[src/rtl/alu_req_responder_if.sv]
// Bundle of the request, ALU-port and response channels of alu_req_responder.
// slave = the responder side, master = initiator plus ALU.
interface alu_req_responder_if #(
  parameter int WIDTH = 8,
  parameter int SEL_W = 4,
  parameter int TAG_W = 4
);
  logic             req_valid;
  logic             req_ready;
  logic [WIDTH-1:0] req_a;
  logic [WIDTH-1:0] req_b;
  logic [SEL_W-1:0] req_sel;
  logic [TAG_W-1:0] req_tag;

  logic [WIDTH-1:0] alu_a;
  logic [WIDTH-1:0] alu_b;
  logic [SEL_W-1:0] alu_sel;
  logic [WIDTH-1:0] alu_out;
  logic             alu_carry;

  logic             rsp_valid;
  logic             rsp_ready;
  logic [WIDTH-1:0] rsp_result;
  logic             rsp_carry;
  logic [TAG_W-1:0] rsp_tag;

  logic             busy;

  modport slave (
    input  req_valid, req_a, req_b, req_sel, req_tag,
    output req_ready,
    output alu_a, alu_b, alu_sel,
    input  alu_out, alu_carry,
    output rsp_valid, rsp_result, rsp_carry, rsp_tag,
    input  rsp_ready,
    output busy
  );

  modport master (
    output req_valid, req_a, req_b, req_sel, req_tag,
    input  req_ready,
    input  alu_a, alu_b, alu_sel,
    output alu_out, alu_carry,
    input  rsp_valid, rsp_result, rsp_carry, rsp_tag,
    output rsp_ready,
    input  busy
  );
endinterface

[src/rtl/alu_req_responder.sv]
// Clocked front end for the combinational ALU: one op per three cycles, tagged
// results queued in a FWFT FIFO. Define ALU_RSP_STATS_EN for push/carry counters.
module alu_req_responder #(
  parameter int WIDTH = 8,
  parameter int SEL_W = 4,
  parameter int TAG_W = 4,
  parameter int DEPTH = 4
) (
  input  logic                 clk,
  input  logic                 rst_n,
  alu_req_responder_if.slave   bus
`ifdef ALU_RSP_STATS_EN
  ,
  input  logic                 stat_clr_i,
  output logic [15:0]          stat_ops_o,
  output logic [15:0]          stat_carry_o
`endif
);

  localparam int PTR_W = (DEPTH > 1) ? $clog2(DEPTH) : 1;
  localparam int CNT_W = PTR_W + 1;

  typedef enum logic [1:0] {
    IDLE    = 2'd0,
    SETTLE  = 2'd1,
    CAPTURE = 2'd2
  } state_e;

  state_e           state_q;
  logic [WIDTH-1:0] alu_a_q;
  logic [WIDTH-1:0] alu_b_q;
  logic [SEL_W-1:0] alu_sel_q;
  logic [TAG_W-1:0] tag_q;
  logic             busy_q;

  logic             req_ready;
  logic             req_fire;
  logic             push;
  logic             pop;
  logic             rsp_valid;

  logic [PTR_W-1:0] wr_ptr_q, wr_ptr_d;
  logic [PTR_W-1:0] rd_ptr_q, rd_ptr_d;
  logic [CNT_W-1:0] count_q, count_d;

  logic [WIDTH-1:0] mem_result [DEPTH];
  logic             mem_carry  [DEPTH];
  logic [TAG_W-1:0] mem_tag    [DEPTH];

  // Only IDLE accepts, and only with a free slot, so a capture can never overflow.
  always_comb begin
    req_ready = rst_n && (state_q == IDLE) && (count_q < CNT_W'(DEPTH));
    req_fire  = req_ready && bus.req_valid;
    push      = (state_q == CAPTURE);
    rsp_valid = (count_q != '0);
    pop       = rsp_valid && bus.rsp_ready;
  end

  always_ff @(posedge clk or negedge rst_n) begin
    if (!rst_n) begin
      state_q   <= IDLE;
      alu_a_q   <= '0;
      alu_b_q   <= '0;
      alu_sel_q <= '0;
      tag_q     <= '0;
      busy_q    <= 1'b0;
    end else begin
      case (state_q)
        IDLE: begin
          if (req_fire) begin
            state_q   <= SETTLE;
            alu_a_q   <= bus.req_a;
            alu_b_q   <= bus.req_b;
            alu_sel_q <= bus.req_sel;
            tag_q     <= bus.req_tag;
            busy_q    <= 1'b1;
          end
        end
        SETTLE: begin
          state_q <= CAPTURE;
          busy_q  <= 1'b1;
        end
        CAPTURE: begin
          state_q <= IDLE;
          busy_q  <= 1'b0;
        end
        default: begin
          state_q <= IDLE;
          busy_q  <= 1'b0;
        end
      endcase
    end
  end

  always_comb begin
    wr_ptr_d = wr_ptr_q;
    rd_ptr_d = rd_ptr_q;
    count_d  = count_q;
    if (push) wr_ptr_d = wr_ptr_q + PTR_W'(1);
    if (pop)  rd_ptr_d = rd_ptr_q + PTR_W'(1);
    count_d = count_q + CNT_W'(push) - CNT_W'(pop);
  end

  always_ff @(posedge clk or negedge rst_n) begin
    if (!rst_n) begin
      wr_ptr_q <= '0;
      rd_ptr_q <= '0;
      count_q  <= '0;
    end else begin
      wr_ptr_q <= wr_ptr_d;
      rd_ptr_q <= rd_ptr_d;
      count_q  <= count_d;
    end
  end

  // Storage needs no reset: the head is masked to zero whenever the FIFO is empty.
  always_ff @(posedge clk) begin
    if (push) begin
      mem_result[wr_ptr_q] <= bus.alu_out;
      mem_carry[wr_ptr_q]  <= bus.alu_carry;
      mem_tag[wr_ptr_q]    <= tag_q;
    end
  end

  always_comb begin
    bus.req_ready  = req_ready;
    bus.alu_a      = alu_a_q;
    bus.alu_b      = alu_b_q;
    bus.alu_sel    = alu_sel_q;
    bus.busy       = busy_q;
    bus.rsp_valid  = rsp_valid;
    bus.rsp_result = rsp_valid ? mem_result[rd_ptr_q] : '0;
    bus.rsp_carry  = rsp_valid ? mem_carry[rd_ptr_q]  : 1'b0;
    bus.rsp_tag    = rsp_valid ? mem_tag[rd_ptr_q]    : '0;
  end

`ifdef ALU_RSP_STATS_EN
  logic [15:0] stat_ops_q;
  logic [15:0] stat_carry_q;

  // Clear wins over counting; both counters stick at all-ones.
  always_ff @(posedge clk or negedge rst_n) begin
    if (!rst_n) begin
      stat_ops_q   <= '0;
      stat_carry_q <= '0;
    end else if (stat_clr_i) begin
      stat_ops_q   <= '0;
      stat_carry_q <= '0;
    end else if (push) begin
      if (stat_ops_q != 16'hFFFF) stat_ops_q <= stat_ops_q + 16'd1;
      if (bus.alu_carry && (stat_carry_q != 16'hFFFF)) stat_carry_q <= stat_carry_q + 16'd1;
    end
  end

  assign stat_ops_o   = stat_ops_q;
  assign stat_carry_o = stat_carry_q;
`endif

endmodule

[src/flat_wrapper.sv]
// flat-port wrapper written by rule: the top's interface ports become plain ports
module alu_req_responder_flat 
#(
  parameter int WIDTH = 8,
  parameter int SEL_W = 4,
  parameter int TAG_W = 4,
  parameter int DEPTH = 4
)
  (clk, rst_n, bus_req_valid, bus_req_a, bus_req_b, bus_req_sel, bus_req_tag, bus_req_ready, bus_alu_a, bus_alu_b, bus_alu_sel, bus_alu_out, bus_alu_carry, bus_rsp_valid, bus_rsp_result, bus_rsp_carry, bus_rsp_tag, bus_rsp_ready, bus_busy);
  alu_req_responder_if #(.WIDTH(WIDTH), .SEL_W(SEL_W), .TAG_W(TAG_W)) bus_i ();
  input  logic clk;
  input  logic rst_n;
  input wire logic [$bits(bus_i.req_valid)-1:0] bus_req_valid;
  input wire logic [$bits(bus_i.req_a)-1:0] bus_req_a;
  input wire logic [$bits(bus_i.req_b)-1:0] bus_req_b;
  input wire logic [$bits(bus_i.req_sel)-1:0] bus_req_sel;
  input wire logic [$bits(bus_i.req_tag)-1:0] bus_req_tag;
  output wire logic [$bits(bus_i.req_ready)-1:0] bus_req_ready;
  output wire logic [$bits(bus_i.alu_a)-1:0] bus_alu_a;
  output wire logic [$bits(bus_i.alu_b)-1:0] bus_alu_b;
  output wire logic [$bits(bus_i.alu_sel)-1:0] bus_alu_sel;
  input wire logic [$bits(bus_i.alu_out)-1:0] bus_alu_out;
  input wire logic [$bits(bus_i.alu_carry)-1:0] bus_alu_carry;
  output wire logic [$bits(bus_i.rsp_valid)-1:0] bus_rsp_valid;
  output wire logic [$bits(bus_i.rsp_result)-1:0] bus_rsp_result;
  output wire logic [$bits(bus_i.rsp_carry)-1:0] bus_rsp_carry;
  output wire logic [$bits(bus_i.rsp_tag)-1:0] bus_rsp_tag;
  input wire logic [$bits(bus_i.rsp_ready)-1:0] bus_rsp_ready;
  output wire logic [$bits(bus_i.busy)-1:0] bus_busy;
  assign bus_i.req_valid = bus_req_valid;
  assign bus_i.req_a = bus_req_a;
  assign bus_i.req_b = bus_req_b;
  assign bus_i.req_sel = bus_req_sel;
  assign bus_i.req_tag = bus_req_tag;
  assign bus_req_ready = bus_i.req_ready;
  assign bus_alu_a = bus_i.alu_a;
  assign bus_alu_b = bus_i.alu_b;
  assign bus_alu_sel = bus_i.alu_sel;
  assign bus_i.alu_out = bus_alu_out;
  assign bus_i.alu_carry = bus_alu_carry;
  assign bus_rsp_valid = bus_i.rsp_valid;
  assign bus_rsp_result = bus_i.rsp_result;
  assign bus_rsp_carry = bus_i.rsp_carry;
  assign bus_rsp_tag = bus_i.rsp_tag;
  assign bus_i.rsp_ready = bus_rsp_ready;
  assign bus_busy = bus_i.busy;
  alu_req_responder #(.WIDTH(WIDTH), .SEL_W(SEL_W), .TAG_W(TAG_W), .DEPTH(DEPTH)) u_core (.clk(clk), .rst_n(rst_n), .bus(bus_i));
endmodule
[config.mk]
export PLATFORM = sky130hd
export DESIGN_NAME = alu_req_responder_flat
export DESIGN_NICKNAME = d
export VERILOG_FILES = /design/src/rtl/alu_req_responder_if.sv /design/src/rtl/alu_req_responder.sv /design/src/flat_wrapper.sv
export SDC_FILE = /design/constraint.sdc
export NUM_CORES = 1
export LEC_CHECK = 0
export CAP_MARGIN = 20
export CORE_MARGIN = 2
export CORE_UTILIZATION = 50
export CTS_BUF_LIST = sky130_fd_sc_hd__clkbuf_16
export DETAILED_ROUTE_END_ITERATION = 10
export GPL_ROUTABILITY_DRIVEN = 0
export PLACE_DENSITY = 0.81
export SLEW_MARGIN = 20
export SYNTH_ARGS = -nofsm -noshare
export SYNTH_HDL_FRONTEND = slang
export SYNTH_SLANG_ARGS = --single-unit
export TNS_END_PERCENT = 50
[constraint.sdc]
create_clock -name clk -period 7.2 [get_ports clk]
set_input_delay 0.72 -clock clk [delete_from_list [all_inputs] [get_ports clk]]
set_output_delay 0.72 -clock clk [all_outputs]
set_load 0.005 [all_outputs]
==> reports/results.ini <==
[yosys]
synthesis.nets = 221
synthTopCellsByCount = edfxtp_1, dfrtp_1, and2_1, mux2_4, mux4_2
yosysMostFrequentCell = edfxtp_1
avgSynthCellArea_sq_um = 19.5
ys_top_cells_by_area = edfxtp_1, dfrtp_1, mux4_2
synth-edff-count = 52
synth_top_area_share_pct = 45.3
yosys.area.top_type = edfxtp_1
synth-seq-cells = 86
yosys.cell_types.count = 24
async_flop_share_pct = 39.5
syn-cell-area_sq_um = 3440
netlist_instances = 177
yosysWarningCount = 0
seq_area_frac_synth_pct = 70.0
synth_ff_type = edfxtp_1

[clocking]
postCtsSetupBuffers = 0
cts_tree = yes
cts_hold_buf = 0
insertion_delay_ns = 0.33
clock_sinks = 86
cts_buffers = 9
cts_resized = 0
cts.htree.levels = 3
clk_pin_slew_ns = 0.06
root_buffer = clkbuf_16
cts_max_path_buffers = 2

[sta]
rsz0062_at_grt = false
maxSlewHeadroom_pct = 40.5
fmax_mhz = 310
min_period_ns = 3.23
finClkSkew_ns = 0.00839
finalSetupViolations = 0
slew_violations = 0
tns_ns = 0
whs_ns = 0.505
tightest_slew_ns = 0.892
setup_ws_ns = 3.97
period_share_pct = 44.8
final-hold-violation-count = 0

[placement]
numPortBuffers = 72
place_ws_ns = 3.95
dp_hpwl_mm = 3.78
dp.cells = 323

[drt]
viasPerCell = 5.19
ant_nets = 0
post_drt_wl_per_cell_um = 16.9
drc = 0
vias = 1758
drt_iter0_drc = 53
firstDrtPassIters = 3
wirelength_mm = 5.73

[global_routing]
grt.overflow.total = 0
grt_max_degree = 36
grt_pass1_vias = 1870
track_usage_pct = 16.7
grt_first_pass_wirelength_mm = 9.17
antenna_found_initial = 0

[critical_path]
crit_type = in2out
start_kind = input pin
critical_path.max_fanout = 35
path_cells = clkdlybuf4s50_1 -> buf_4 -> nor4b_4 -> clkdlybuf4s50_1
required_ns = 6.48
crit_path_top_delay_cell = clkdlybuf4s50_1
end_kind = output port
critPathMostFrequentCell = clkdlybuf4s50_1
reg2reg_setup_slack_ns = 4.58
cp_data_arrival_time_ns = 2.51
crit_path_max_incr_delay_ns = 0.57

[min_path]
hold_path.class = reg2reg

[floorplanning]
core_sq_um = 6720
initial_core_util_pct = 51.3
die-area_sq_um = 7570
ios = 73
rows = 30
die-height_um = 87
die_w_um = 87

[job]
cap_violations = 0

[finish]
nFillCells = 464
regArea_sq_um = 2410
diodes = 0
finalNonFillerCells = 339
multi_input_area_sq_um = 958
final_core_util_pct = 67.5
area_growth_pct = 31.6
drive_gt1_share_pct = 21.2
fin_nets = 298

[power]
ir_drop_uv = 224
leakage_nw = 1.77
powerDensity_nw_per_um2 = 399

[status]
outcome = complete, no violations

metal layers:
metal | track usage [%] | part of all wire [%] | vias to the layer above | wire length [um]
li1 | - | - | 804 | -
met1 | 20.0 | 42 | 878 | 2380
met2 | 26.6 | 49 | 68 | 2800
met3 | 7.20 | 8.2 | 8 | 472
met4 | 6.82 | 1.4 | 0 | 80
met5 | 0 | 0 | - | 0
cell type report:
type                       instances  share of cell area (%)
tap                               80                    2.21
sequential                        86                    53.2
timing repair buffer              73                    16.1
clock buffer                      10                    5.52
multi-input combinational         77                    21.1
clock inverter                     6                    1.30
inverter                           7                   0.579
cell families after synthesis:
kind of cell | count (synthesis) | synth area share [%]
compound gates | 2 | 0.290
flops | 86 | 70.0
fa+ha+maj | 7 | 2.76
xor+xnor | 5 | 1.27
buf+inv | 14 | 2.14
simple gates | 26 | 5.19
mux | 37 | 18.3
registers in the layout (all words and copies together), names as in the netlist:
register and cells:
u_core.bus.alu_a 8, u_core.bus.alu_b 8, u_core.bus.alu_sel 4, u_core.bus.busy 1, u_core.count_q 3, u_core.mem_carry 4
u_core.mem_result 32, u_core.mem_tag 16, u_core.rd_ptr_q 2, u_core.state_q 2, u_core.tag_q 4, u_core.wr_ptr_q 2
report_power, final:
group	internal (mW)	switching (mW)	total, mW
Combinational	0.414	0.168	0.582
Sequential	0.652	0.109	0.761
Clock	0.287	0.178	0.466
worst max-delay path: cells and delay by family:
family / cells / cell delay (ns)
simple gates: 1 / 0.37
buf+inv: 3 / 1.40
cells in the final DEF, fill, tap and decap left out, drive strengths merged:
cell type and n:
inv 10, or3 1, nor2b 2, mux2 24, ha 6, dfrtp 34
and2 18, nor4b 1, o21ai 1, a21oi 1, mux4 13, xor2 2
buf 1, edfxtp 52, nand3 1, clkdlybuf4s50 72, nor2 1, clkbuf 10
xnor2 3, bufinv 1, fa 1, nand2 2, clkinvlp 2
metrics by stage:
step                      instance area [sq um]  power, mW
after floorplan                            3440       1.06
after global placement                     4230       1.34
after detailed placement                   4230       1.36
after CTS                                  4530       1.84
after global routing                       4530       1.91
final                                      4530       1.81
final timing paths:
path / from / endpoint / cells after the start
hold reg to reg: u_core.count_q[0]$_DFF_PN0_ / u_core.count_q[0]$_DFF_PN0_ / 1
max in group asynchronous: rst_n / u_core.bus.alu_b[3]$_DFFE_PN0P_ / 2
min in group asynchronous: rst_n / u_core.bus.alu_b[0]$_DFFE_PN0P_ / 2
setup reg to reg: u_core.count_q[2]$_DFF_PN0_ / u_core.count_q[2]$_DFF_PN0_ / 8
hold / removal: u_core.count_q[0]$_DFF_PN0_ / u_core.count_q[0]$_DFF_PN0_ / 1
setup / recovery: rst_n / bus_req_ready / 4
No activity file was read; power rests on OpenSTA's default activity.
